`config.mk`:
```
export PLATFORM = sky130hd
export DESIGN_NAME = tdc_meas_ctrl
export DESIGN_NICKNAME = d
export VERILOG_FILES = /design/src/rtl/tdc_pkg.sv /design/src/rtl/tdc_therm_enc.sv /design/src/rtl/tdc_meas_ctrl.sv
export SDC_FILE = /design/constraint.sdc
export NUM_CORES = 1
export LEC_CHECK = 0
export ABC_AREA = 1
export ABC_CLOCK_PERIOD_IN_PS = 11780
export CAP_MARGIN = 20
export CORE_AREA = 3 3 94 96
export CTS_CLUSTER_SIZE = 10
export DETAILED_ROUTE_END_ITERATION = 10
export DIE_AREA = 0 0 97 99
export PLACE_DENSITY = 0.83
export SLEW_MARGIN = 5
export SYNTH_ARGS = -nofsm -noshare
export SYNTH_HDL_FRONTEND = slang
export SYNTH_SLANG_ARGS = --single-unit
export TNS_END_PERCENT = 30
```
`constraint.sdc`:
```
create_clock -name clk -period 11.78 [get_ports clk]
set_clock_uncertainty 0.1 [all_clocks]
set_input_delay 1.178 -clock clk [delete_from_list [all_inputs] [get_ports clk]]
set_output_delay 1.178 -clock clk [all_outputs]
set_load 0.02 [all_outputs]
```
`src/rtl/tdc_pkg.sv`:
```
// Shared definitions for the TDC measurement path.
//   TDC_N_DELAY : default delay-line length (thermometer code width)
//   CNT_W       : width needed to hold a tap count 0..TDC_N_DELAY
//   tdc_state_t : measurement sequencer states
package tdc_pkg;
   localparam int TDC_N_DELAY = 32;
   localparam int CNT_W       = $clog2(TDC_N_DELAY + 1);

   typedef enum logic [2:0] {
      IDLE,
      CLEAR,
      LAUNCH,
      SETTLE,
      CAPTURE,
      ENCODE,
      RESULT
   } tdc_state_t;
endpackage

```
`src/rtl/tdc_therm_enc.sv`:
```
// Thermometer-code encoder (purely combinational).
//   code   in  N        registered thermometer code, bit 0 nearest the launch point
//   count  out CW       number of ones in code
//   bubble out 1        some bit is set while the bit below it is clear
//   sat    out 1        code is all ones (edge ran off the end of the line)
module tdc_therm_enc
   import tdc_pkg::*;
#(
   parameter int N  = TDC_N_DELAY,
   parameter int CW = $clog2(N + 1)
) (
   input  logic [N-1:0]  code,
   output logic [CW-1:0] count,
   output logic          bubble,
   output logic          sat
);

   always_comb begin
      count  = '0;
      bubble = 1'b0;
      for (int i = 0; i < N; i++)
         count = count + CW'(code[i]);
      // A set bit above a clear bit means the code is not 0..01..1.
      for (int i = 1; i < N; i++)
         if (code[i] && !code[i-1])
            bubble = 1'b1;
   end

   assign sat = &code;

endmodule

```
`src/rtl/tdc_meas_ctrl.sv`:
```
// Measurement sequencer for the tapped-delay-line TDC.
// Each shot: clear the line, raise the start edge, wait the settle time,
// capture the thermometer code, encode and accumulate it. After 2^avg_log2
// shots the mean tap count and OR-ed flags are offered on a valid/ready port.
//   clk, rst_n              clock; rst_n is an async reset, active HIGH
//   req                     start a burst (looked at in IDLE only)
//   avg_log2, settle_cyc    burst settings, latched when the burst is accepted
//   therm                   thermometer code from the delay line
//   tdc_start, tdc_clr      delay-line controls
//   busy                    sequencer not idle
//   res_valid/res_ready     result handshake
//   res_count, res_bubble, res_sat   averaged result and flags
module tdc_meas_ctrl
   import tdc_pkg::*;
#(
   parameter int N_DELAY      = TDC_N_DELAY,
   parameter int MAX_AVG_LOG2 = 4,
   parameter int SETTLE_W     = 4
) (
   input  logic                               clk,
   input  logic                               rst_n,
   input  logic                               req,
   input  logic [$clog2(MAX_AVG_LOG2+1)-1:0]  avg_log2,
   input  logic [SETTLE_W-1:0]                settle_cyc,
   input  logic [N_DELAY-1:0]                 therm,
   output logic                               tdc_start,
   output logic                               tdc_clr,
   output logic                               busy,
   output logic                               res_valid,
   input  logic                               res_ready,
   output logic [$clog2(N_DELAY+1)-1:0]       res_count,
   output logic                               res_bubble,
   output logic                               res_sat
);

   localparam int CW     = $clog2(N_DELAY + 1);
   localparam int AW     = $clog2(MAX_AVG_LOG2 + 1);
   localparam int ACC_W  = CW + MAX_AVG_LOG2;
   localparam int SHOT_W = MAX_AVG_LOG2 + 1;

   tdc_state_t          state, nxt;
   logic [AW-1:0]       avg_q;
   logic [SETTLE_W-1:0] settle_q;
   logic [SETTLE_W-1:0] settle_cnt;
   logic [SHOT_W-1:0]   shot_left;
   logic [N_DELAY-1:0]  code_q;
   logic [ACC_W-1:0]    acc;
   logic                bub_q;
   logic                sat_q;
   logic [CW-1:0]       enc_count;
   logic                enc_bub;
   logic                enc_sat;
   logic                accept;
   logic [AW-1:0]       avg_clamp;
   logic [SETTLE_W-1:0] settle_eff;

   assign accept     = (state == IDLE) && req;
   assign avg_clamp  = (avg_log2 > AW'(MAX_AVG_LOG2)) ? AW'(MAX_AVG_LOG2) : avg_log2;
   assign settle_eff = (settle_cyc == '0) ? SETTLE_W'(1) : settle_cyc;

   tdc_therm_enc #(.N(N_DELAY), .CW(CW)) u_enc (
      .code   (code_q),
      .count  (enc_count),
      .bubble (enc_bub),
      .sat    (enc_sat)
   );

   // state register
   always_ff @(posedge clk or posedge rst_n) begin
      if (rst_n) state <= IDLE;
      else       state <= nxt;
   end

   // next-state logic
   always_comb begin
      nxt = state;
      case (state)
         IDLE:    if (req) nxt = CLEAR;
         CLEAR:   nxt = LAUNCH;
         LAUNCH:  nxt = SETTLE;
         SETTLE:  if (settle_cnt == SETTLE_W'(1)) nxt = CAPTURE;
         CAPTURE: nxt = ENCODE;
         ENCODE:  nxt = (shot_left == '0) ? RESULT : CLEAR;
         RESULT:  if (res_ready) nxt = IDLE;
         default: nxt = IDLE;
      endcase
   end

   // outputs decoded from state; async reset forces them low immediately
   always_comb begin
      tdc_clr   = (state == CLEAR);
      tdc_start = (state == LAUNCH) || (state == SETTLE) || (state == CAPTURE);
      busy      = (state != IDLE);
      res_valid = (state == RESULT);
   end

   // datapath: burst settings, settle timer, shot counter, accumulator
   always_ff @(posedge clk or posedge rst_n) begin
      if (rst_n) begin
         avg_q      <= '0;
         settle_q   <= '0;
         settle_cnt <= '0;
         shot_left  <= '0;
         code_q     <= '0;
         acc        <= '0;
         bub_q      <= 1'b0;
         sat_q      <= 1'b0;
      end else begin
         if (accept) begin
            avg_q     <= avg_clamp;
            settle_q  <= settle_eff;
            // shots remaining after the current one
            shot_left <= SHOT_W'((32'd1 << avg_clamp) - 32'd1);
            acc       <= '0;
            bub_q     <= 1'b0;
            sat_q     <= 1'b0;
         end
         case (state)
            LAUNCH:  settle_cnt <= settle_q;
            SETTLE:  settle_cnt <= settle_cnt - SETTLE_W'(1);
            CAPTURE: code_q     <= therm;
            ENCODE: begin
               acc   <= acc + ACC_W'(enc_count);
               bub_q <= bub_q | enc_bub;
               sat_q <= sat_q | enc_sat;
               if (shot_left != '0) shot_left <= shot_left - SHOT_W'(1);
            end
            default: ;
         endcase
      end
   end

   // mean of 2^avg_q shots always fits in CW bits
   assign res_count  = CW'(acc >> avg_q);
   assign res_bubble = bub_q;
   assign res_sat    = sat_q;

endmodule

```
==> metrics.md, run 1 <==
| Metric | Value |
|---|---|
| EDFF count, synth | 0 |
| CP Capture Type | flop |
| Post-cts resize count | 0 |
| Clock network fraction of total power | 14.5% |
| Antenna-violating nets left | 0 |
| Clock buffer depth | 2 |
| Die height | 99 um |
| Static leakage | 2.62 nW |
| Vias in the first global route | 3,729 |
| H-Tree Level Count | 3 |
| # diodes | 0 |
| DRT iter0 DRCs | 158 |
| CTS Root Cell | clkbuf_8 |
| Class of the worst hold path | flop to flop |
| Initial Utilization | 53.2% |
| Post-synthesis register bit count | 63 |
| Power Density | 294 nW/um^2 |
| VDD IR max | 0.000266 V |
| Fin crit period | 6.04 ns |
| Final setup fails | 0 |
| Layout cell share with drive strength beyond 1 | 7.20% |
| Initial antenna violation count | 0 |
| Synth Instances | 538 |
| Nets | 677 |
| Residual DRC | 0 |
| Final Core Density | 63.5% |
| Wirelength, routed | 10,100 um |
| Mapped cell area | 4330 um^2 |
| RSZ-0062 raised after global routing | no |
| Fin crit share | 51.3% |
| IO Port Bufs | 54 |
| Worst Tran Pin Value | 0.983 ns |
| R2r startpoint | code_q[0] |
| Crit Path Max Fanout | 5 |
| Post-synth top area cell | dfrtp_1 |
| Max cap viols | 0 |
| Comb pwr share | 67.8% |
| Skew-Pair Late Insertion Delay | 0.35 ns |
| 1st-pass router iterations | 5 |
| Seq/Total Area, Yosys | 36.4% |
| Final total power | 0.00152 W |
| Syn_nets | 623 |
| Max-slew violation count | 0 |
| Sequential share of power | 17.6% |
| Internal power | 0.000768 W |
| CP arrival | 6.19 ns |
| Critical path type | flop to flop |
| Relative slew slack | 34.2% |
| Ys Warns | 0 |
| CP required | 11.93 ns |
| Most common cell after layout, fill and taps aside | nand2_1 |
| DP HPWL | 7650 um |
| P_sw | 0.000748 W |
| Final Worst Setup Slack | 5.74 ns |
| Per-cell routed wire length | 14.4 um |
| Pre-CTS setup slack | 5.74 ns |
| Clk sinks | 63 |
| Area contributors post-synth | dfrtp_1, fa_1, nand2_1 |
| Commonest non-fill, non-tap cells in the layout | nand2_1, inv_1, dfrtp_1 |
| Worst setup SP type | flop |
| GR Util All Layers | 22.2% |
| Fill cell count | 655 |
| Post-CTS Hold Buffers | 0 |
| Routed vias | 3,732 |
| Hold Fails Final Rpt | 0 |
| CTS buffer count | 9 |
| Async set-or-reset flop fraction in the synthesized netlist | 100% |
| Vias per Instance | 5.32 |
| Status | finished clean |
| GR Overflow Total | 0 |
| Avg Synthesized Cell Area | 8.04 um^2 |
| DIE AREA | 9600 um^2 |
| Die Width | 97 um |
| CTS tree | done |
| Postcts setup bufs | 0 |
| Core area | 8130 um^2 |
| First-pass GRT wire length | 17,300 um |
| Fmax | 0.166 GHz |
| Site Rows | 33 |
| GPL Wtd Cong | 0.913 |
| Setup TNS after final layout | 0 ns |
| I/O pin total | 55 |
| Syn-to-layout area delta | 19.3% |
| Synth top area share | 36.4% |
| Critical path startpoint | code_q[0] |
| Pin count of the biggest net entering global routing | 64 |
| Dominant synthesized flop cell | dfrtp_1 |
| Net Sw Frac | 49.3% |
| Hold Startpoint | settle_q[0] |
| Clock transition at the registers of the reported paths | 0.08 ns |
| Post-synthesis cell type count | 36 |
-- layout make-up --
cell class | instances | area, um^2 | area share, %
clock inverter | 5 | 80.1 | 1.55
multi-input combinational | 366 | 2310 | 44.8
timing repair buffer | 55 | 548 | 10.6
inverter | 97 | 364 | 7.05
tap | 105 | 131 | 2.54
sequential | 63 | 1580 | 30.5
clock buffer | 11 | 151 | 2.93
-- registers in the layout (all words and copies together), names as in the netlist --
| signal | count |
|---|---|
| acc | 10 |
| avg_q | 3 |
| code_q | 32 |
| res_bubble | 1 |
| res_sat | 1 |
| settle_cnt | 4 |
| settle_q | 4 |
| shot_left | 5 |
| state | 3 |
-- path summary, 6_finish.rpt --
kind / end / slack [ns] / depth (start not counted)
worst max-delay path: acc[9] / 5.74 / 21
worst min-delay path: settle_q[0] / 0.40 / 2
worst max register to register: acc[9] / 5.74 / 21
worst min register to register: settle_q[0] / 0.40 / 2
max in group asynchronous: acc[5] / 9.77 / 3
min in group asynchronous: shot_left[0] / 1.27 / 3
-- metal layers --
metal | global-route usage [%] | vias up | routed length (um)
met2 | 35.0 | 131 | 4880
li1 | - | 1809 | -
met3 | 3.33 | 18 | 522
met4 | 9.07 | 0 | 222
met5 | 0 | - | 0
met1 | 30.9 | 1774 | 4460
-- per-stage QoR --
step,cell area [um^2],hold WS (ns),instances
final,5160,0.399,702
after global routing,5160,0.426,702
after CTS,5160,0.405,702
after detailed placement,4930,0.386,686
after global placement,4930,0.379,686
after floorplan,4330,0.349,538
-- worst max-delay path, cell delays in order (launching register included) --
cell      delay (ns)
dfrtp_1         0.39
ha_1            0.30
inv_1           0.07
fa_1            0.43
fa_1            0.51
fa_1            0.55
fa_1            0.44
fa_1            0.53
fa_1            0.43
fa_1            0.41
fa_1            0.42
o21ai_0         0.23
xor2_1          0.18
ha_1            0.29
nand2_1         0.09
nand2_1         0.06
a21boi_0        0.15
nand2_1         0.12
nand3_1         0.08
nand2_1         0.05
nand2_1         0.05
inv_1           0.03
-- synthesized netlist by cell type (5+ instances only) --
cell type  number
buf_2           7
fa_1           25
a21oi_1        36
inv_1          94
o21ai_1         5
nor2_1         42
ha_1           17
nand3_1        21
nand4_1         6
mux2_2         10
dfrtp_1        63
o21ai_0        38
nand2_1       126
-- cells by family after synthesis --
family	Yosys count	share of synthesized area, %
muxes	11	2.83
buffers and inverters	109	10.2
and+or+nand+nor	213	20.9
DFF	63	36.4
xor gates and xnor gates	7	1.42
adders and majority gates	42	16.5
AOI/OAI and AO/OA	93	11.8
-- power groups by stage --
| stage | combinational (W) | clock, W | sequential (W) |
|---|---|---|---|
| after floorplan | 0.000790 | 0 | 0.000261 |
| after global placement | 0.000997 | 0 | 0.000269 |
| after detailed placement | 0.00102 | 0 | 0.000270 |
| after CTS | 0.00103 | 0.000224 | 0.000266 |
| after global routing | 0.00120 | 0.000233 | 0.000270 |
| final | 0.00103 | 0.000220 | 0.000267 |
Note: power is estimated with default switching activity, not from simulation.
==> run 2, diff against run 1 <==
--- a/config.mk
+++ b/config.mk
@@ -6,7 +6,7 @@
 export NUM_CORES = 1
 export LEC_CHECK = 0
 export ABC_AREA = 1
-export ABC_CLOCK_PERIOD_IN_PS = 11780
+export ABC_CLOCK_PERIOD_IN_PS = 5800
 export CAP_MARGIN = 20
 export CORE_AREA = 3 3 94 96
 export CTS_CLUSTER_SIZE = 10
==> constraint.sdc (replaced) <==
create_clock -name clk -period 5.8 [get_ports clk]
set_clock_uncertainty 0.1 [all_clocks]
set_input_delay 0.58 -clock clk [delete_from_list [all_inputs] [get_ports clk]]
set_output_delay 0.58 -clock clk [all_outputs]
set_load 0.02 [all_outputs]
==> run 2 against run 1 <==
  * The run now ends with negative setup slack left
  * Die area unchanged
  * Worst setup slack worse by 5.9 ns
  * Final area rose by 1.7%
  * Maximum frequency is 2.1% higher
  * Utilization grew 1.1 points
  * Critical path type unchanged
==> metrics.md, run 2 (same netlist as run 1, synthesis figures left out) <==
| Metric | Value |
|---|---|
| Commonest non-fill, non-tap cells in the layout | nand2_1, inv_1, dfrtp_1 |
| CTS Root Cell | clkbuf_8 |
| GPL Wtd Cong | 1.00 (+9.6%) |
| Most common cell after layout, fill and taps aside | nand2_1 |
| Initial Utilization | 53.2% (unchanged) |
| Vias per Instance | 5.44 (+2.4%) |
| CTS buffer count | 9 (unchanged) |
| CP Capture Type | flop |
| DRT iter0 DRCs | 311 (+97%) |
| Hold_ws | 0.398 ns (-0.000631 ns) |
| Largest register FFs | 32 (unchanged) |
| Routed vias | 3,870 (+3.7%) |
| Final Worst Setup Slack | -0.117 ns (-5.86 ns) |
| 1st-pass router iterations | 5 (unchanged) |
| DP HPWL | 7640 um (about the same) |
| CTS tree | done |
| Hold Fails Final Rpt | 0 (unchanged) |
| H-Tree Level Count | 3 (unchanged) |
| Initial antenna violation count | 0 (unchanged) |
| Final Core Density | 64.6% (+1.1 points) |
| Crit Path Max Fanout | 4 (-1) |
| CP required | 5.94 ns (-5.99 ns) |
| Pin count of the biggest net entering global routing | 64 (unchanged) |
| Antenna-violating nets left | 0 (unchanged) |
| DIE AREA | 9600 um^2 (unchanged) |
| Nets | 686 (+1.3%) |
| Die Width | 97 um (unchanged) |
| Fmax | 0.169 GHz (+2.1%) |
| Clock buffer depth | 2 (unchanged) |
| # diodes | 0 (unchanged) |
| Top reg by flops | code_q |
| Core area | 8130 um^2 (unchanged) |
| Worst setup SP type | flop |
| Skew-Pair Late Insertion Delay | 0.36 ns (about the same) |
| Final setup fails | 3 (+3) |
| Vias in the first global route | 3,811 (+2.2%) |
| Clock transition at the registers of the reported paths | 0.08 ns (about the same) |
| Site Rows | 33 (unchanged) |
| Per-cell routed wire length | 14.9 um (+3.5%) |
| CP arrival | 6.06 ns (-0.13 ns) |
| Critical path type | flop to flop |
| Die height | 99 um (unchanged) |
| Fill cell count | 612 (-6.6%) |
| Pre-CTS setup slack | -0.273 ns (-6.01 ns) |
| Status | finished with violations |
| Fin crit period | 5.92 ns (-0.124 ns) |
| RSZ-0062 raised after global routing | yes |
| Wirelength, routed | 10,600 um (+4.8%) |
| Syn-to-layout area delta | 21.4% |
| IO Port Bufs | 54 (unchanged) |
| First-pass GRT wire length | 17,300 um (-0.40%) |
| Worst Tran Pin Value | 0.992 ns (+0.00875 ns) |
| Biggest regs | code_q (32), acc (10), shot_left (5) |
| Max cap viols | 0 (unchanged) |
| GR Overflow Total | 0 (unchanged) |
| Relative slew slack | 33.6% (-0.59 points) |
| Failing checks | negative setup slack |
| Fin crit share | 102% (+51 points) |
| Layout cell share with drive strength beyond 1 | 11.7% (+4.5 points) |
| GR Util All Layers | 22.1% (-0.11 points) |
| I/O pin total | 55 (unchanged) |
| Class of the worst hold path | flop to flop |
| Residual DRC | 0 (unchanged) |
| Max-slew violation count | 0 (unchanged) |
| Clk sinks | 63 (unchanged) |
-- run 2: changes by cell type in the layout (fill, tap and decap cells not counted), sizes merged --
cell / delta
inv: +1
clkinvlp: -1
clkinv: +4
bufinv: -2
buf: +9
clkbuf: -2
-- run 2: worst max-delay path: stages (launching register included) --
cell and delay, ns:
dfrtp_1 0.40, ha_1 0.31, inv_1 0.08, fa_1 0.43, fa_1 0.52, fa_1 0.43, fa_1 0.51, fa_1 0.43
fa_1 0.47, fa_2 0.40, fa_2 0.40, o21ai_2 0.15, xor2_1 0.09, ha_1 0.38, nand2_1 0.11, nor2_1 0.15
nand3_1 0.10, nand2_2 0.11, nand2_1 0.08, nand3_1 0.08, o21ai_1 0.07
-- run 2: what timing repair did --
item                                    in CTS  in global routing
endpoints found under the setup margin       7                  8
hold buffers                                 0                  0
pin swaps                                   13                  7
resized for setup                            7                 15
buffers inserted                             2                  2
-- run 2: path summary, 6_finish.rpt --
path                        startpoint  cells past startpoint     endpoint  slack [ns]
max in group asynchronous        rst_n                      3   code_q[15]        4.40
setup / recovery             code_q[1]                     20       acc[7]       -0.12
hold / removal             settle_q[3]                      2  settle_q[3]        0.40
setup reg to reg             code_q[1]                     20       acc[7]       -0.12
min in group asynchronous        rst_n                      3  settle_q[2]        0.66
hold reg to reg            settle_q[3]                      2  settle_q[3]        0.40
-- run 2: area by class of cell --
| type | instances | area [um^2] | share of cell area (%) |
|---|---|---|---|
| Tap cell | 105 | 131 | 2.50 |
| Clock buffer | 9 | 124 | 2.36 |
| Timing Repair Buffer | 64 | 616 | 11.7 |
| Clock inverter | 7 | 48.8 | 0.929 |
| Inverter | 97 | 364 | 6.93 |
| Multi-Input combinational cell | 366 | 2390 | 45.6 |
| Sequential cell | 63 | 1580 | 30.0 |
-- run 2: through the flow --
step	TNS (ns)	area (um^2)	cells
floorplan	0	4330	538
global placement	-0.0724	4970	691
detailed placement	-1.25	4970	691
CTS	-0.218	5170	709
global route	-1.28	5250	711
finish	-0.311	5250	711
-- run 2: routing by layer --
metal	vias to the layer above	share of wire [%]	GRT usage, %
li1	1830	-	-
met1	1837	42	29.1
met2	179	49	35.8
met3	24	6.7	5.73
met4	0	2.5	7.34
met5	-	0	0
Power of run 2 is not shown: default switching activity piles up to over one toggle a cycle in this logic, so the estimate is an artifact.
==> run 3, diff against run 2 <==
--- a/config.mk
+++ b/config.mk
@@ -8,10 +8,10 @@
 export ABC_AREA = 1
 export ABC_CLOCK_PERIOD_IN_PS = 5800
 export CAP_MARGIN = 20
-export CORE_AREA = 3 3 94 96
+export CORE_AREA = 2 2 93 95
 export CTS_CLUSTER_SIZE = 10
 export DETAILED_ROUTE_END_ITERATION = 10
-export DIE_AREA = 0 0 97 99
+export DIE_AREA = 0 0 95 97
 export PLACE_DENSITY = 0.83
 export SLEW_MARGIN = 5
 export SYNTH_ARGS = -nofsm -noshare
==> run 3 against run 2 <==
  * Register-to-register slack better by 0.14 ns
  * The flow now finishes without violations
  * Sequential share of layout area shrank 0.14 points
  * Via count fell by 0.10%
  * Worst hold slack gained 0.0025 ns
  * Global-route usage is 1.2 points higher
  * Maximum frequency increased by 2.5%
  * Non-clock buffer count is 3 higher
  * Die area shrank 4.0%
  * Final area rose by 0.48%
==> metrics.md, run 3 (same netlist as run 1, synthesis figures left out) <==
| Metric | Value |
|---|---|
| Clk sinks | 63 (unchanged) |
| Nets | 689 (+0.44%) |
| CTS buffer count | 9 (unchanged) |
| Max-slew violation count | 0 (unchanged) |
| Hold Path Depth | 2 (unchanged) |
| Clock transition at the registers of the reported paths | 0.08 ns (about the same) |
| Top reg by flops | code_q |
| Fill cell count | 622 (+1.6%) |
| CTS Root Cell | clkbuf_8 |
| Reg-to-reg slack, setup | 0.03 ns (+0.14 ns) |
| Final total power | 0.00368 W |
| R2r startpoint | code_q[0] |
| Fin area | 5280 um^2 (+0.48%) |
| Die height | 97 um (-2.0%) |
| Vias per Instance | 5.41 (-0.52%) |
| CP required | 5.94 ns (about the same) |
| Status | finished clean |
| # diodes | 0 (unchanged) |
| Initial Utilization | 53.2% (unchanged) |
| DP HPWL | 7660 um (+0.18%) |
| CP max stage cell | fa_1 |
| Clock buffer depth | 2 (unchanged) |
| RSZ-0062 raised after global routing | yes |
| Power Density | 697 nW/um^2 |
| Pin count of the biggest net entering global routing | 64 (unchanged) |
| Worst reg2reg path endpoint | acc[7] |
| Routed vias | 3,866 (-0.10%) |
| Area of the multi-input gates | 2400 um^2 (+0.10%) |
| Static leakage | 2.67 nW |
| DRT iter0 DRCs | 287 (-7.7%) |
| GR Overflow Total | 0 (unchanged) |
| Most common cell after layout, fill and taps aside | nand2_1 |
| Initial antenna violation count | 0 (unchanged) |
| Die Width | 95 um (-2.1%) |
| Vias in the first global route | 3,738 (-1.9%) |
| WHS Endpoint | settle_q[2] |
| Crit Path Max Fanout | 6 (+2) |
| Site Rows | 33 (unchanged) |
| Largest register FFs | 32 (unchanged) |
| H-Tree Level Count | 3 (unchanged) |
| Critical path type | flop to flop |
| Hold Startpoint | settle_q[2] |
| Max cap viols | 0 (unchanged) |
| Commonest non-fill, non-tap cells in the layout | nand2_1, inv_1, dfrtp_1 |
| Critical path cell sequence | ha_4 > inv_2 > fa_1 > fa_1 > fa_1 > fa_1 > fa_1 > fa_1 > fa_2 > fa_2 > buf_4 > xnor2_1 > ha_1 > inv_2 > nand2_2 > nand3_2 > nand2_2 > nand2_2 > nand3_2 > o21ai_1 |
| Core area | 8130 um^2 (unchanged) |
| CP Capture Type | flop |
| Wirelength, routed | 10,300 um (-2.4%) |
| Cell Area, Placed | 4970 um^2 (unchanged) |
| Slowest Stage Delay on Critical Path | 0.53 ns (about the same) |
| Syn-to-layout area delta | 22.0% |
| Fin crit share | 99.6% (-2.5 points) |
| Residual DRC | 0 (unchanged) |
| Per-cell routed wire length | 14.4 um (-2.8%) |
| Hold Fails Final Rpt | 0 (unchanged) |
| VDD IR max | 0.000583 V |
| CP most frequent cell | fa_1 |
| Layout cell share with drive strength beyond 1 | 12.0% (+0.27 points) |
| IO Port Bufs | 54 (unchanged) |
| Cells on worst reg2reg path | 20 (unchanged) |
| DIE AREA | 9220 um^2 (-4.0%) |
| CP arrival | 5.91 ns (-0.15 ns) |
| GPL Wtd Cong | 0.949 (-5.3%) |
| Relative slew slack | 31.4% (-2.3 points) |
| Antenna-violating nets left | 0 (unchanged) |
| Skew-Pair Late Insertion Delay | 0.36 ns (about the same) |
| Final setup fails | 0 (-3) |
| Fin crit period | 5.77 ns (-0.142 ns) |
| CTS tree | done |
| 1st-pass router iterations | 5 (unchanged) |
| First-pass GRT wire length | 17,000 um (-1.5%) |
| Worst Tran Pin Value | 1.03 ns (+0.0336 ns) |
| Fmax | 0.173 GHz (+2.5%) |
| Biggest regs | code_q (32), acc (10), shot_left (5) |
| Class of the worst hold path | flop to flop |
| Worst setup SP type | flop |
| GR Util All Layers | 23.2% (+1.2 points) |
| I/O pin total | 55 (unchanged) |
| Post-CTS Hold Buffers | 0 (unchanged) |
| Register area | 1580 um^2 (unchanged) |
[run 3: how the worst max path moves through the flow]
stage | from | endpoint | slack, ns
6_report | code_q[0] | acc[7] | 0.03
5_1_grt | code_q[1] | acc[7] | -0.14
4_1_cts | code_q[0] | acc[7] | 0.02
3_5_place_dp | code_q[0] | acc[7] | -0.29
3_3_place_gp | code_q[0] | acc[9] | -0.06
2_1_floorplan | code_q[1] | acc[9] | 0.08
[run 3: per-stage QoR]
step | setup TNS, ns | util [%] | instances | hold slack [ns] | setup WS (ns)
after CTS | 0 | 63.5 | 709 | 0.398 | 0.0161
after global placement | -0.112 | 61.1 | 691 | 0.371 | -0.0648
after floorplan | 0 | - | 538 | 0.349 | 0.0840
final | 0 | 64.9 | 714 | 0.401 | 0.0254
after detailed placement | -1.13 | 61.1 | 691 | 0.377 | -0.292
after global routing | -0.716 | 64.9 | 714 | 0.422 | -0.137
[run 3: power breakdown]
part	internal (W)	switching, W
logic	0.00122	0.00157
registers	0.000485	0.0000613
clock network	0.000155	0.000185
total	0.00186	0.00182
[run 3: timing repair]
item / 4_1_cts / 5_1_grt
gates resized for setup: 7 / 15
endpoints found under the setup margin: 6 / 7
pin swaps: 8 / 6
hold endpoints to repair: 0 / 0
buffers inserted: 2 / 5
cloned: 0 / 0
[run 3: final cells by class]
cell class,instances,area share [%]
well taps,105,2.49
clock buffers,9,2.35
clock inverters,7,0.924
repair buffers,67,12.1
flip-flops and latches,63,29.9
inverters,97,6.90
multi-input cells,366,45.4
[run 3: critical path: cells and delay by family, from the launching register on]
kind / cells / cell delay, ns
fa+ha+maj: 10 / 4.29
flops: 1 / 0.42
compound gates: 1 / 0.08
xor+xnor: 1 / 0.13
buf+inv: 3 / 0.25
simple gates: 5 / 0.40
[run 3: per-layer routing]
layer	GRT usage, %	wire (um)	vias to the layer above
met5	0	0	-
li1	-	-	1829
met2	35.7	4990	162
met1	33.1	4450	1854
met3	4.05	639	21
met4	8.36	229	0
==> variant 1 (settings of run 1) <==
Reset style: synchronous (`rst_n`), changed in 2 clocked blocks. Comments in the files are not updated.
--- a/src/rtl/tdc_meas_ctrl.sv
+++ b/src/rtl/tdc_meas_ctrl.sv
@@ -66,7 +66,7 @@
    );
 
    // state register
-   always_ff @(posedge clk or posedge rst_n) begin
+   always_ff @(posedge clk) begin
       if (rst_n) state <= IDLE;
       else       state <= nxt;
    end
@@ -95,7 +95,7 @@
    end
 
    // datapath: burst settings, settle timer, shot counter, accumulator
-   always_ff @(posedge clk or posedge rst_n) begin
+   always_ff @(posedge clk) begin
       if (rst_n) begin
          avg_q      <= '0;
          settle_q   <= '0;
Check against the original RTL: differs if rst_n is asserted again (counterexample within 4 cycles, from zero or initial values and one cycle with rst_n high); with rst_n held inactive, the same outputs for 4 cycles.
==> variant 1 against run 1 <==
  * Sequential cell count is the same
  * Wire length fell by 2.3%
  * Synthesized area shrank 5.6%
  * Hold slack lost 0.033 ns
  * Synthesized cell count is 5.8% higher
  * Final cell count grew 3.8%
  * Worst setup slack gained 0.013 ns
  * Die area unchanged
  * Design area is 5.0% lower
  * Non-clock buffer count grew 1
Power is not compared: it rests on default switching activity, and its combinational part moved more than twofold at a synthesized area within 25%.
==> variant 1: results (changes against run 1) <==
** Status
- Status: completed (unchanged).

** Logic synthesis
- The adder-cell area share of the yosys netlist came to 17.5% (was 16.5%).
- The top flip-flop cell by instance count after synthesis is sky130_fd_sc_hd__dfxtp_1 (was sky130_fd_sc_hd__dfrtp_1).
- Mux contribution to synthesized area :: 0.980% (was 2.83%)
- Post-synthesis area per instance :: 7.18 sq um (was 8.04 sq um)
- The xor and xnor area share after synthesis was 1.29% (was 1.42%).
- Area contributors post-synth: sky130_fd_sc_hd__dfxtp_1, sky130_fd_sc_hd__fa_1, sky130_fd_sc_hd__nand2_1 (was sky130_fd_sc_hd__dfrtp_1, sky130_fd_sc_hd__fa_1, sky130_fd_sc_hd__nand2_1).
- Sequential share of the synthesized area :: 30.9% (was 36.4%)
- The synthesized-area fraction occupied by ao, oa, aoi and oai cells was 18.0% (was 11.8%).
- The post-synthesis async set-or-reset flop share came to 0% (was 100%).

** Detailed routing
- 1st-iter DRT viols :: 152 (was 158)
- The vias per cell is 5.26 (was 5.32).
- Routed wire per std cell :: 13.5 um (was 14.4 um)

** STA
- Pin slew with the least headroom to its limit :: 0.862 ns (was 0.983 ns)
- The maximum operating frequency is 166 MHz (about the same).
- Worst hold slack across all endpoints :: 0.365 ns (was 0.399 ns)

** Min path
- Endpoint, Worst Hold :: res_sat$_SDFFE_PP0P_ (was settle_q[0]$_DFFE_PP0P_)
- The hold path startpoint is res_sat$_SDFFE_PP0P_ (was settle_q[0]$_DFFE_PP0P_).

** Critical path
- The total number of cells along the worst setup path is 22 (was 21).
- Launch instance of the worst register-to-register path :: code_q[1]$_SDFFE_PP0P_ (was code_q[0]$_DFFE_PP0P_)
- The arrival time reported for the critical path endpoint is 6.18 ns (was 6.19 ns).
- R2r setup slk :: 5.75 ns (was 5.74 ns)
- The capturing instance or port of the critical path is acc[8]$_SDFFE_PP0P_ (was acc[9]$_DFFE_PP0P_).

** Global routing
- Maximum number of pins on one net before global-route repair :: 58 (was 64)
- Number of global-route vias before repair :: 3704 (was 3729)
- Overall routing resource usage :: 20.5% (was 22.2%)

** Layout
- Layout cells sized above 1 :: 4.01% (was 7.20%)
- Final std cells w/o fill :: 729 (was 702)
-- variant 1: cell count changes in the layout (fill, tap and decap cells not counted), moves of 4 or more --
cell,delta
sky130_fd_sc_hd__a21oi_1,+12
sky130_fd_sc_hd__dfrtp_1,-63
sky130_fd_sc_hd__dfxtp_1,+63
sky130_fd_sc_hd__mux2_2,-10
sky130_fd_sc_hd__nand2_1,-9
sky130_fd_sc_hd__nor2_1,+8
sky130_fd_sc_hd__o21ai_0,+30
sky130_fd_sc_hd__o21ai_1,-4
-- variant 1: cell type report --
class | count | area [sq um]
tap | 105 | 131
sequential | 63 | 1260
multi-input combinational | 391 | 2380
clock inverter | 3 | 42.5
clock buffer | 13 | 149
timing repair buffer | 56 | 576
fill | 744 | 3230
inverter | 98 | 369
-- variant 1: metal layers --
metal  up-vias  wire [um]  global-route usage, %
li1       1935          -                      -
met1      1764       4240                   24.4
met2       105       4920                   35.4
met3        28        436                   4.88
met4         0        250                   9.18
met5         -          0                      0
==> variant 2 (config.mk and constraints of run 1) <==
Made on the original files. Set the parameter `SETTLE_W` to 6 (it was 4).
--- a/src/rtl/tdc_meas_ctrl.sv
+++ b/src/rtl/tdc_meas_ctrl.sv
@@ -15,7 +15,7 @@
 #(
    parameter int N_DELAY      = TDC_N_DELAY,
    parameter int MAX_AVG_LOG2 = 4,
-   parameter int SETTLE_W     = 4
+   parameter int SETTLE_W     = 6
 ) (
    input  logic                               clk,
    input  logic                               rst_n,
Interface: changed (resized settle_cyc); port bits go from 55 to 57. No check against the original RTL was run, so the function may have changed too.
==> variant 2 against run 1 <==
  * Synthesized area rose by 4.5%
  * Design area rose by 4.5%
  * Count of clock-buffer cells in the layout fell by 1
  * Sequential cell count rose by 4
  * Wire length rose by 4.0%
  * Global-route usage rose by 0.71 points
  * Fmax rose by 0.97%
  * Worst setup slack improved by 0.058 ns
Power is not shown: default switching activity piles up to over one toggle a cycle in this logic, so the estimate is an artifact.
==> variant 2: results (changes against run 1) <==
** Logic synthesis
- Top post-synthesis cells by count :: sky130_fd_sc_hd__nand2_1, sky130_fd_sc_hd__inv_1, sky130_fd_sc_hd__dfrtp_1 (unchanged)
- Synth Area in Compound Gates :: 11.8% (about the same)
- Area contributors post-synth :: sky130_fd_sc_hd__dfrtp_1, sky130_fd_sc_hd__fa_1, sky130_fd_sc_hd__nand2_1 (unchanged)
- The total nets after synthesis came to 654 (was 623).
- The multiplexer share of the synthesized area came to 2.49% (was 2.83%).
- The mean post-synth cell area is 7.98 sq um (was 8.04 sq um).
- The count of unique library cells instantiated by Yosys was 35 (was 36).
- The xor and xnor area share after synthesis was 1.36% (was 1.42%).

** Detailed routing
- WL met3 :: 456 um (was 522 um)
- Total Routed Length :: 10.5 mm (was 10.1 mm)
- Routed length on met2 :: 5.25 mm (was 4.88 mm)
- Routed wire per std cell :: 14.3 um (was 14.4 um)
- The number of design-rule violations left by the first detailed-router iteration was 243 (was 158).
- The sum of routed wire segments on met1 is 4.54 mm (was 4.46 mm).
- The vias per cell is 5.43 (was 5.32).

** Placement
- Quantity of I/O buffers inserted on ports :: 56 (was 54)
- The half-perimeter wire length of the detailed placement result came to 7.92 mm (was 7.65 mm).
- Routability congestion estimate :: 0.943 (was 0.913)
- The minimum setup slack after placement was 5.79 ns (was 5.74 ns).

** Min path
- Source of the worst hold timing path :: settle_q[2]$_DFFE_PP0P_ (was settle_q[0]$_DFFE_PP0P_)
- The end point of the worst hold path was settle_q[2]$_DFFE_PP0P_ (was settle_q[0]$_DFFE_PP0P_).

** Global routing
- Number of global-route vias before repair :: 3907 (was 3729)
- Overall routing resource usage :: 22.9% (was 22.2%)
- The maximum number of pins on one net before global-route repair was 68 (was 64).
- The met2 usage in global routing came to 38.4% (was 35.0%).

** Layout
- The net total in the final layout was 710 (was 677).
- Fill cells :: 626 (was 655)
- Largest registers ranked by flip-flop count: code_q (32), acc (10) (was code_q (32), acc (10), shot_left (5)).

** Critical path
- Launch instance of the worst register-to-register path :: code_q[1]$_DFFE_PP0P_ (was code_q[0]$_DFFE_PP0P_)
- Critical path data arrival time :: 6.14 ns (was 6.19 ns)

** Status
- Status :: completed (unchanged)

** STA
- Relative max-transition margin :: 43.0% (was 34.2%)
## variant 2: worst max path at each step
| stage | end | slack (ns) | startpoint |
|---|---|---|---|
| global placement | acc[9]$_DFFE_PP0P_ | 5.93 | code_q[1]$_DFFE_PP0P_ |
| floorplan | acc[9]$_DFFE_PP0P_ | 6.06 | code_q[1]$_DFFE_PP0P_ |
| detailed placement | acc[9]$_DFFE_PP0P_ | 5.79 | code_q[1]$_DFFE_PP0P_ |
| CTS | acc[9]$_DFFE_PP0P_ | 5.79 | code_q[1]$_DFFE_PP0P_ |
| global route | acc[7]$_DFFE_PP0P_ | 5.50 | code_q[1]$_DFFE_PP0P_ |
| finish | acc[9]$_DFFE_PP0P_ | 5.80 | code_q[1]$_DFFE_PP0P_ |
## variant 2: area by class of cell
type                       count  area (sq um)  area share, %
clock inverter                 6           111           2.06
timing repair buffer          58           576           10.7
sequential                    67          1680           31.1
multi-input combinational    383          2370           44.0
tap                          105           131           2.43
clock buffer                  10           138           2.55
inverter                     104           390           7.23
